`src/rtl/int_ram_loader.sv`:
```
// Writer side of the intrinsic RAM pair: saturates serial channel LLRs and
// writes even samples to bank 0 and odd samples to bank 1, then holds the frame until the decoder releases it.
module int_ram_loader #(
    parameter int DATA_WIDTH = 5,
    parameter int ADDR_WIDTH = 8,
    parameter int IN_WIDTH   = 8,
    parameter int FRAME_LEN  = 512
) (
    input  logic                             clk,
    input  logic                             reset,
    input  logic                             start,
    input  logic [IN_WIDTH-1:0]              llr_in,
    input  logic                             llr_valid,
    output logic                             llr_ready,
    output logic [1:0][ADDR_WIDTH-1:0]       ram_address,
    output logic [1:0][DATA_WIDTH-1:0]       ram_data_in,
    output logic [1:0]                       ram_we,
    output logic [1:0]                       ram_cs,
    output logic                             busy,
    output logic                             frame_done,
    input  logic                             bank_release,
    output logic [15:0]                      sat_count
);

    localparam int CW = ADDR_WIDTH + 1;
    localparam logic signed [IN_WIDTH-1:0] POS_LIM = IN_WIDTH'((1 << (DATA_WIDTH - 1)) - 1);
    localparam logic signed [IN_WIDTH-1:0] NEG_LIM = -POS_LIM;
    localparam logic [CW-1:0] LAST = CW'(FRAME_LEN - 1);

    typedef enum logic [1:0] {IDLE, LOAD, HOLD} state_t;

    state_t                      state;
    logic [CW-1:0]               cnt;
    logic signed [IN_WIDTH-1:0]  llr_s;
    logic                        over, under, clamp, accept;
    logic [DATA_WIDTH-1:0]       sat_val;

    assign llr_s  = llr_in;
    assign accept = llr_valid && llr_ready;

    // Symmetric clamp: the most negative DATA_WIDTH code is never produced.
    always_comb begin
        over    = llr_s > POS_LIM;
        under   = llr_s < NEG_LIM;
        clamp   = over || under;
        sat_val = llr_in[DATA_WIDTH-1:0];
        if (over)
            sat_val = POS_LIM[DATA_WIDTH-1:0];
        else if (under)
            sat_val = NEG_LIM[DATA_WIDTH-1:0];
    end

    always_ff @(posedge clk) begin
        if (reset) begin
            state       <= IDLE;
            cnt         <= '0;
            sat_count   <= '0;
            llr_ready   <= 1'b0;
            ram_we      <= '0;
            ram_cs      <= '0;
            ram_address <= '0;
            ram_data_in <= '0;
            busy        <= 1'b0;
            frame_done  <= 1'b0;
        end else begin
            ram_we     <= '0;
            ram_cs     <= '0;
            frame_done <= 1'b0;
            case (state)
                IDLE: begin
                    if (start) begin
                        state     <= LOAD;
                        cnt       <= '0;
                        sat_count <= '0;
                        llr_ready <= 1'b1;
                        busy      <= 1'b1;
                    end
                end
                LOAD: begin
                    if (accept) begin
                        ram_we[cnt[0]]      <= 1'b1;
                        ram_cs[cnt[0]]      <= 1'b1;
                        ram_address[cnt[0]] <= cnt[CW-1:1];
                        ram_data_in[cnt[0]] <= sat_val;
                        if (clamp && sat_count != 16'hFFFF)
                            sat_count <= sat_count + 16'd1;
                        // frame_done lands on the same cycle as the last write.
                        if (cnt == LAST) begin
                            state      <= HOLD;
                            llr_ready  <= 1'b0;
                            frame_done <= 1'b1;
                        end else begin
                            cnt <= cnt + 1'b1;
                        end
                    end
                end
                HOLD: begin
                    if (bank_release) begin
                        state <= IDLE;
                        busy  <= 1'b0;
                    end
                end
                default: begin
                    state     <= IDLE;
                    llr_ready <= 1'b0;
                    busy      <= 1'b0;
                end
            endcase
        end
    end

endmodule
```
`config.mk`:
```
export PLATFORM = sky130hd
export DESIGN_NAME = int_ram_loader
export DESIGN_NICKNAME = d
export VERILOG_FILES = /design/src/rtl/int_ram_loader.sv
export SDC_FILE = /design/constraint.sdc
export NUM_CORES = 1
export LEC_CHECK = 0
export ABC_AREA = 1
export CAP_MARGIN = 20
export CORE_MARGIN = 8
export CORE_UTILIZATION = 45
export CTS_CLUSTER_DIAMETER = 100
export DETAILED_ROUTE_END_ITERATION = 6
export PLACE_DENSITY = 0.75
export SLEW_MARGIN = 0
export SYNTH_ARGS = -nofsm -noshare
export SYNTH_HDL_FRONTEND = slang
export SYNTH_SLANG_ARGS = --single-unit
export TNS_END_PERCENT = 20
```
`constraint.sdc`:
```
create_clock -name clk -period 1.7 [get_ports clk]
set_input_delay 0.17 -clock clk [delete_from_list [all_inputs] [get_ports clk]]
set_output_delay 0.17 -clock clk [all_outputs]
set_load 0.05 [all_outputs]
```
==> flow_summary.ini, run 1 <==
[run_status]
outcome = finished with violations
violations = negative setup slack

[power]
p_switching_uw = 853
irDropWorstVdd_mv = 0.589
swShare = 0.258
leakagePower_nw = 1.70
power_mw = 3.30
combPwrFrac = 0.118
power_frac_seq = 0.428
power-per-cell-area_nw_per_um2 = 831
intPower_mw = 2.45
clkPwrFrac = 0.454

[route]
first_iter_violations = 168
routed_via_density = 5.09
drtPass1Iterations = 4
routed_wl_microns = 7740
avgRoutedWirePerCell_microns = 13.6
route.vias.total = 2892
drc = 0
ant_nets = 0

[logic_synthesis]
synth_area_sq_um = 2810
syn_avg_cell_area_sq_um = 6.95
synthAdderAreaFrac = 0.0134
seq_area_frac_synth = 0.414
synth_cell_types = 29
synthSimpleGateAreaFrac = 0.314
yosysTopAreaCellShare = 0.414
synth_seq_cells = 58
synth_area_leaders = dfxtp_1, nand2_1, nor2_1
synth_cells = 404
synth_top_area_cell = dfxtp_1
synth_nets = 420
synthMuxAreaShare = 0
synth_warnings = 0
synth_compound_area_frac = 0.159
synthXorXnorAreaFrac = 0.00936
synth_top_family_by_area = simple AND/OR/NAND/NOR gates

[clocking]
cts_buffer_depth = 2
clk_pin_slew_ns = 0.07
cts_tree = done
htree_levels = 3
numCtsBuffers = 9
cts_hold_buf = 0
clock-sinks = 58
cts_root_buf = clkbuf_8
clk_latency_ns = 0.33

[layout]
drive_gt1_frac = 0.249
seqCellArea_sq_um = 1170
stdcell_area_sq_um = 3970
fin_nets = 504
syn2layout_area_growth_pct = 41.6
multi_input_area_sq_um = 1470
n_fill_cell = 486
n_antenna_cell = 0

[worst_setup_path]
cp.arrival_ns = 1.98
crit_end = cnt[6]
max_stage_delay_ns = 0.36
timing.rr.start = cnt[0]
reg2regPathDepth = 12
cp_cell_sequence = ha_4 > inv_2 > nor3_2 > nand2_1 > nor3_2 > ha_2 > nand2_2 > nand2_4 > nor2_2 > nand2_1 > xor2_1 > nor2_1
r2r-end = cnt[6]
criticalPathCategory = reg -> reg
worstSetupStartpoint = cnt[0]
worstPathMaxFanout = 5
crit_slowest_cell = dfxtp_2
required_ns = 1.91
rrSetupSlack_ns = -0.06
critPathLaunchType = flip-flop
cp-end-kind = flip-flop

[sta]
rsz0062_at_grt = true
finalSetupViolCount = 6
skew_ns = 0.00477
fin_ws_ns = -0.0644
tns_ns = -0.255
hold_viol = 0
period_share = 1.04
relSlewSlack = 0.655
tightest_slew_ns = 0.516
drv_slew = 0
max_freq_mhz = 567
min_period_ns = 1.76

[min_path]
holdPathStages = 2
hp-class = reg -> reg

[die]
rows = 28
dieArea_sq_um = 9020
initial_core_util = 0.468
core_sq_um = 5990
fp.dieW_microns = 95.0
dieHeight_microns = 95.0
io_pins = 62

[grt]
grt_overflow = 0
grt_use_total = 0.180
grt_max_degree = 24
grt_pass1_vias = 2823
grt_pass1_wl_microns = 13100
antenna_found_initial = 0

[placed_design]
dp_hpwl_microns = 5630
port-buffer-count = 61
placed_area_sq_um = 3600
place_congestion = 0.902

[job]
drv_cap = 0
[cell families after synthesis]
family	count (synthesis)
xor gates and xnor gates	3
DFF	58
adders and majority gates	3
and+or+nand+nor	198
AOI/OAI and AO/OA	84
buffers and inverters	58
[cell type report]
type | instances | share of cell area
clock buffer | 11 | 0.0381
timing repair buffer | 91 | 0.212
sequential | 58 | 0.296
multi-input combinational | 288 | 0.371
tap | 75 | 0.0236
clock inverter | 5 | 0.0214
inverter | 40 | 0.0378
[sequential cells by signal (all words and copies together), names as in the netlist]
name,flops
ram_data_in,10
ram_cs,2
busy,1
state,2
sat_count,16
cnt,9
frame_done,1
ram_address,16
llr_ready,1
[through the flow]
step	std cells	setup WS (ns)	util	hold WS [ns]
6_report	568	-0.0644	0.663	0.465
5_1_grt	568	-0.187	0.663	0.509
4_1_cts	567	-0.119	0.651	0.468
3_5_place_dp	548	-0.128	0.602	0.457
3_3_place_gp	548	-0.0196	0.602	0.451
2_1_floorplan	404	-0.0690	-	0.330
[metal layers]
metal  GRT usage  vias to the layer above  wire [microns]
met4      0.0845                        0             134
li1            -                     1487               -
met1       0.221                     1314            3590
met5           0                        -               0
met3      0.0532                       13             574
met2       0.284                       78            3440
[placed cells by master, fill, tap and decap left out, types with 7 or more instances in the layout]
cell and n:
dfxtp_1 47, dlymetal6s2s_1 8, dfxtp_2 11, nor2_1 53, buf_4 48, nand2_1 83, clkdlybuf4s50_1 30, inv_2 7
inv_1 33, nand2_2 7, clkbuf_8 11, o21ai_0 29, a21oi_1 39, nand4_1 9, nand3_1 21
[worst max-delay path, delay by kind of cell (launching register included)]
| kind | cells | cell delay, ns |
|---|---|---|
| simple gates | 8 | 0.74 |
| fa+ha+maj | 2 | 0.35 |
| buf+inv | 1 | 0.04 |
| xor+xnor | 1 | 0.15 |
| flops | 1 | 0.36 |
[timing repair]
action / in CTS / in global routing
pin swaps: 9 / 10
buffers inserted: 3 / 2
resized for setup: 11 / 21
setup endpoints to repair: 11 / 35
[power groups by stage]
stage | clock, mW | sequential, mW | combinational, mW
final | 1.50 | 1.41 | 0.390
after global routing | 1.58 | 1.42 | 0.423
after detailed placement | 0 | 1.44 | 0.365
after CTS | 1.52 | 1.41 | 0.380
after global placement | 0 | 1.44 | 0.361
after floorplan | 0 | 1.51 | 0.161
[Yosys cell counts]
library cell,number
buf_4,2
a31o_2,1
ha_1,3
inv_1,34
nor2_4,1
or2_2,2
o21ai_0,30
nor2_1,55
nand2_1,85
dfxtp_1,58
o211ai_1,1
xor2_1,2
a21oi_1,40
inv_2,6
nand4_1,9
buf_2,6
buf_6,3
a211oi_1,2
nand3_1,22
nand2_4,3
clkbuf_1,7
nor3b_1,5
a21oi_2,1
o21ai_1,5
nand2_2,6
o21bai_1,4
xnor2_1,1
nor2_2,5
nor3_1,5
[worst min-delay path by stage]
stage	to	slack, ns	start
floorplan	llr_ready	0.33	start
global placement	busy	0.45	busy
detailed placement	busy	0.46	busy
CTS	busy	0.47	busy
global route	busy	0.51	busy
finish	busy	0.47	busy
No activity file was read; power rests on OpenSTA's default activity.
==> inputs of run 2 (changes only) <==
--- a/config.mk
+++ b/config.mk
@@ -12,6 +12,7 @@
 export CTS_CLUSTER_DIAMETER = 100
 export DETAILED_ROUTE_END_ITERATION = 6
 export PLACE_DENSITY = 0.75
+export SKIP_LAST_GASP = 1
 export SLEW_MARGIN = 0
 export SYNTH_ARGS = -nofsm -noshare
 export SYNTH_HDL_FRONTEND = slang
==> run 2 against run 1 <==
Worst setup slack worse by 0.028 ns. Count of clock-buffer cells in the layout unchanged. Critical path depth unchanged. The flow still finishes with violations (negative setup slack). Clock skew is essentially flat. Cell area fell by 0.38%. Maximum frequency down 1.6%. Combinational power about the same. Sequential power about the same. Critical path type unchanged. Non-clock buffer count grew 2.
==> flow_summary.ini, run 2 (same netlist as run 1, synthesis figures left out) <==
[run_status]
outcome = finished with violations
violations = negative setup slack

[grt]
met1_usage = 0.220
antenna_found_initial = 0
top_usage_layer = met2
grt_pass1_vias = 2823
grt_overflow = 0
grt_max_degree = 24
use_met2 = 0.284
grt_use_total = 0.180
grt_pass1_wl_microns = 13100
grtUsageMet3 = 0.0532

[clocking]
clk_latency_ns = 0.33
clock-sinks = 58
numCtsBuffers = 9
cts_buffer_depth = 2
cts_root_buf = clkbuf_8
cts_hold_buf = 0
cts_tree = done
htree_levels = 3
clk_pin_slew_ns = 0.07

[route]
routed_via_density = 5.15
ant_nets = 0
avgRoutedWirePerCell_microns = 13.7
drtPass1Iterations = 4
drc = 0
routed_wl_microns = 7800
route.vias.total = 2933
first_iter_violations = 155

[sta]
skew_ns = 0.00442
fin_ws_ns = -0.0924
drv_slew = 0
tightest_slew_ns = 0.512
max_freq_mhz = 558
period_share = 1.05
hold_viol = 0
finalSetupViolCount = 10
rsz0062_at_grt = true
relSlewSlack = 0.657
min_period_ns = 1.79

[placed_design]
place_congestion = 0.902
port-buffer-count = 61
dp_hpwl_microns = 5630

[worst_setup_path]
worstPathMaxFanout = 5
timing.rr.start = cnt[0]
cp.arrival_ns = 2.01
rrSetupSlack_ns = -0.09
criticalPathCategory = reg -> reg
critPathLaunchType = flip-flop
required_ns = 1.91
cp-end-kind = flip-flop
r2r-end = cnt[6]
reg2regPathDepth = 12

[power]
irDropWorstVdd_mv = 0.591
leakagePower_nw = 1.57
power-per-cell-area_nw_per_um2 = 834
power_mw = 3.30

[die]
initial_core_util = 0.468
fp.dieW_microns = 95.0
dieHeight_microns = 95.0
core_sq_um = 5990
rows = 28
io_pins = 62
dieArea_sq_um = 9020

[layout]
n_antenna_cell = 0
largestRegisters = ram_address x16, sat_count x16, ram_data_in x10
seqCellArea_sq_um = 1170
fin_nets = 506
final_common_cell = nand2_1
n_fill_cell = 493
final_util = 0.661
final_cell_mix = nand2_1, nor2_1, dfxtp_1, buf_4, a21oi_1
multi_input_area_sq_um = 1460
drive_gt1_frac = 0.246
syn2layout_area_growth_pct = 41.0

[min_path]
holdPathStages = 2
hp-class = reg -> reg
hold_end = busy
worstHoldStart = busy

[job]
drv_cap = 0
[run 2: critical path, cell delays in order, from the launching register on]
cell and delay (ns):
dfxtp_2 0.36, ha_4 0.14, inv_2 0.04, nor3_2 0.14, nand2_1 0.11, nor3_2 0.12
ha_2 0.21, nand2_2 0.08, nand2_4 0.14, nor2_2 0.05, nand2_1 0.07, xor2_1 0.15
nor2_1 0.06
[run 2: worst max-delay path by stage]
stage / from / end / cells past startpoint
global route: cnt[0] / cnt[5] / 12
detailed placement: cnt[1] / cnt[3] / 11
finish: cnt[0] / cnt[6] / 12
CTS: cnt[0] / cnt[3] / 11
global placement: cnt[1] / cnt[3] / 11
floorplan: cnt[0] / cnt[6] / 13
[run 2: power breakdown]
group | internal (mW) | leakage [nW] | switching (mW)
registers | 1.39 | 0.473 | 0.0257
logic | 0.147 | 0.976 | 0.241
clock network | 0.913 | 0.116 | 0.586
[run 2: metrics by stage]
step / cells / hold WS [ns] / instance area, sq um / setup WS (ns) / TNS [ns]
after floorplan: 404 / 0.330 / 2830 / -0.0690 / -0.0690
after global placement: 548 / 0.451 / 3600 / -0.0196 / -0.0198
after detailed placement: 548 / 0.457 / 3600 / -0.128 / -0.630
after CTS: 567 / 0.468 / 3900 / -0.119 / -0.965
after global routing: 570 / 0.509 / 3960 / -0.206 / -3.22
final: 570 / 0.465 / 3960 / -0.0924 / -0.504
[run 2: metal layers]
metal  vias to the layer above  share of wire  wire (microns)
met5                         -              0               0
met4                         0          0.017             129
met3                        13          0.080             625
met2                        99           0.45            3490
met1                      1337           0.46            3550
li1                       1484              -               -
[run 2: cell type report]
cell class	count	share of cell area
clock buffers	11	0.0383
clock inverters	5	0.0215
inverters	40	0.0379
multi-input cells	288	0.370
flip-flops and latches	58	0.296
well taps	75	0.0237
repair buffers	93	0.213
[run 2: timing repair]
action                     in CTS  in global routing
setup endpoints to repair      11                 35
resized for setup              10                 11
pin swaps                       7                 10
setup buffers                   3                  4
==> inputs of run 3 (changes only) <==
--- a/config.mk
+++ b/config.mk
@@ -11,7 +11,7 @@
 export CORE_UTILIZATION = 45
 export CTS_CLUSTER_DIAMETER = 100
 export DETAILED_ROUTE_END_ITERATION = 6
-export PLACE_DENSITY = 0.75
+export PLACE_DENSITY = 0.72
 export SKIP_LAST_GASP = 1
 export SLEW_MARGIN = 0
 export SYNTH_ARGS = -nofsm -noshare
==> constraint.sdc (replaced) <==
create_clock -name clk -period 1.8 [get_ports clk]
set_input_delay 0.18 -clock clk [delete_from_list [all_inputs] [get_ports clk]]
set_output_delay 0.18 -clock clk [all_outputs]
set_load 0.05 [all_outputs]
==> run 3 against run 2 <==
The run still ends with negative setup slack left. Combinational power decreased by 8.2%. Cell count down 0.70%. Count of clock-buffer cells in the layout unchanged. Largest cell class unchanged. Critical endpoint is now cnt[5]. Via count down 1.3%. Global-route usage increased by 0.55 points. Sequential cell count stayed put. Critical path type unchanged. Worst setup slack improved by 0.0056 ns. Power is 12% lower. Sequential power is 5% lower. Maximum frequency shrank 5.0%.
==> flow_summary.ini, run 3 (same netlist as run 1, synthesis figures left out) <==
[placed_design]
pre_cts_ws_ns = -0.0914
placed_area_sq_um = 3600
dp_hpwl_microns = 5730
place_congestion = 0.883
dp.cells = 548
port-buffer-count = 61

[grt]
grt_use_total = 0.185
grt_overflow = 0
antenna_found_initial = 0
grt_pass1_vias = 2855
grt_pass1_wl_microns = 13300
grt_max_degree = 24

[clocking]
cts_root_buf = clkbuf_8
htree_levels = 3
clk_latency_ns = 0.34
clock-sinks = 58
cts_tree = done
clk_pin_slew_ns = 0.07
numCtsBuffers = 9
cts_buffer_depth = 2

[die]
rows = 28
dieArea_sq_um = 9020
io_pins = 62
core_sq_um = 5990
initial_core_util = 0.468
fp.dieW_microns = 95.0
dieHeight_microns = 95.0

[layout]
final_common_cell = nand2_1
n_fill_cell = 529
fin_cells = 566
final_util = 0.646
syn2layout_area_growth_pct = 37.9
drive_gt1_frac = 0.189
largestRegisters = ram_address x16, sat_count x16, ram_data_in x10
final_cell_mix = nand2_1, nor2_1, dfxtp_1
n_antenna_cell = 0
stdcell_area_sq_um = 3870
fin_nets = 504

[sta]
finalSetupViolCount = 11
hold_viol = 0
rsz0062_at_grt = true
max_freq_mhz = 530
tightest_slew_ns = 0.531
skew_ns = 0.00900
fin_ws_ns = -0.0867
relSlewSlack = 0.645
min_period_ns = 1.89
drv_slew = 0
period_share = 1.05

[power]
power_mw = 2.89
irDropWorstVdd_mv = 0.497
power-per-cell-area_nw_per_um2 = 747
leakagePower_nw = 1.50

[route]
ant_nets = 0
drc = 0
drtPass1Iterations = 4
avgRoutedWirePerCell_microns = 14.1
route.vias.total = 2895
routed_wl_microns = 8000
routed_via_density = 5.11
first_iter_violations = 209

[worst_setup_path]
max_stage_delay_ns = 0.36
worstPathMaxFanout = 5
required_ns = 2.06
cp.arrival_ns = 2.15
critPathLaunchType = flip-flop
cp-end-kind = flip-flop
worstSetupStartpoint = cnt[1]
timing.rr.start = cnt[1]
cp_cell_sequence = ha_4 > inv_2 > nor3_2 > nand2_1 > nor3_2 > ha_2 > nand2_2 > nand2_4 > inv_2 > nand2_2 > nor2_1 > nor3b_1
criticalPathCategory = reg -> reg
crit_slowest_cell = dfxtp_2

[run_status]
outcome = finished with violations
violations = negative setup slack

[min_path]
worstHoldStart = llr_in[7]
hp-class = in -> reg

[job]
drv_cap = 0
-- run 3: changes by cell type in the layout (fill, tap and decap cells not counted), sizes merged --
cell,before,now
inv,41,40
bufinv,2,1
dlygate4sd2,0,1
clkdlybuf4s50,38,49
buf,55,41
clkinvlp,1,0
clkinv,1,2
-- run 3: path summary, 6_finish.rpt --
check	endpoint	slack, ns	cells after the start
max reg2reg	cnt[5]	-0.09	12
min	ram_data_in[9]	0.46	3
max	cnt[5]	-0.09	12
min reg2reg	busy	0.47	2
-- run 3: layout make-up --
cell class	count	area (sq um)	area share
Clock buffer	11	151	0.0391
Clock inverter	3	40.0	0.0103
Inverter	40	150	0.0388
Multi-Input combinational cell	288	1430	0.370
Sequential cell	58	1170	0.301
Tap cell	75	93.8	0.0242
Timing Repair Buffer	91	836	0.216
-- run 3: report_power, final --
group | internal, mW | switching, mW
combinational | 0.131 | 0.225
clock | 0.694 | 0.503
sequential | 1.31 | 0.0259
total | 2.14 | 0.754
-- run 3: through the flow --
| step | TNS [ns] | hold slack (ns) |
|---|---|---|
| after floorplan | -0.0976 | 0.340 |
| after global placement | -0.0383 | 0.449 |
| after detailed placement | -0.437 | 0.465 |
| after CTS | -0.00141 | 0.459 |
| after global routing | -1.52 | 0.487 |
| final | -0.532 | 0.464 |
-- run 3: worst max-delay path: cells and delay by family, from the launching register on --
| kind | cells | cell delay [ns] |
|---|---|---|
| and+or+nand+nor | 8 | 0.99 |
| adders and majority gates | 2 | 0.36 |
| buffers and inverters | 2 | 0.11 |
| DFF | 1 | 0.36 |
-- run 3: timing repair --
| item | in CTS | in global routing |
|---|---|---|
| hold buffers | 0 | 0 |
| setup endpoints to repair | 11 | 12 |
| setup buffers | 1 | 3 |
| resized for setup | 2 | 13 |
| pin swaps | 1 | 7 |
-- run 3: layer usage --
layer / wire length, microns / track usage
met5: 0 / 0
met4: 125 / 0.0689
met3: 690 / 0.0833
met2: 3450 / 0.279
met1: 3740 / 0.227
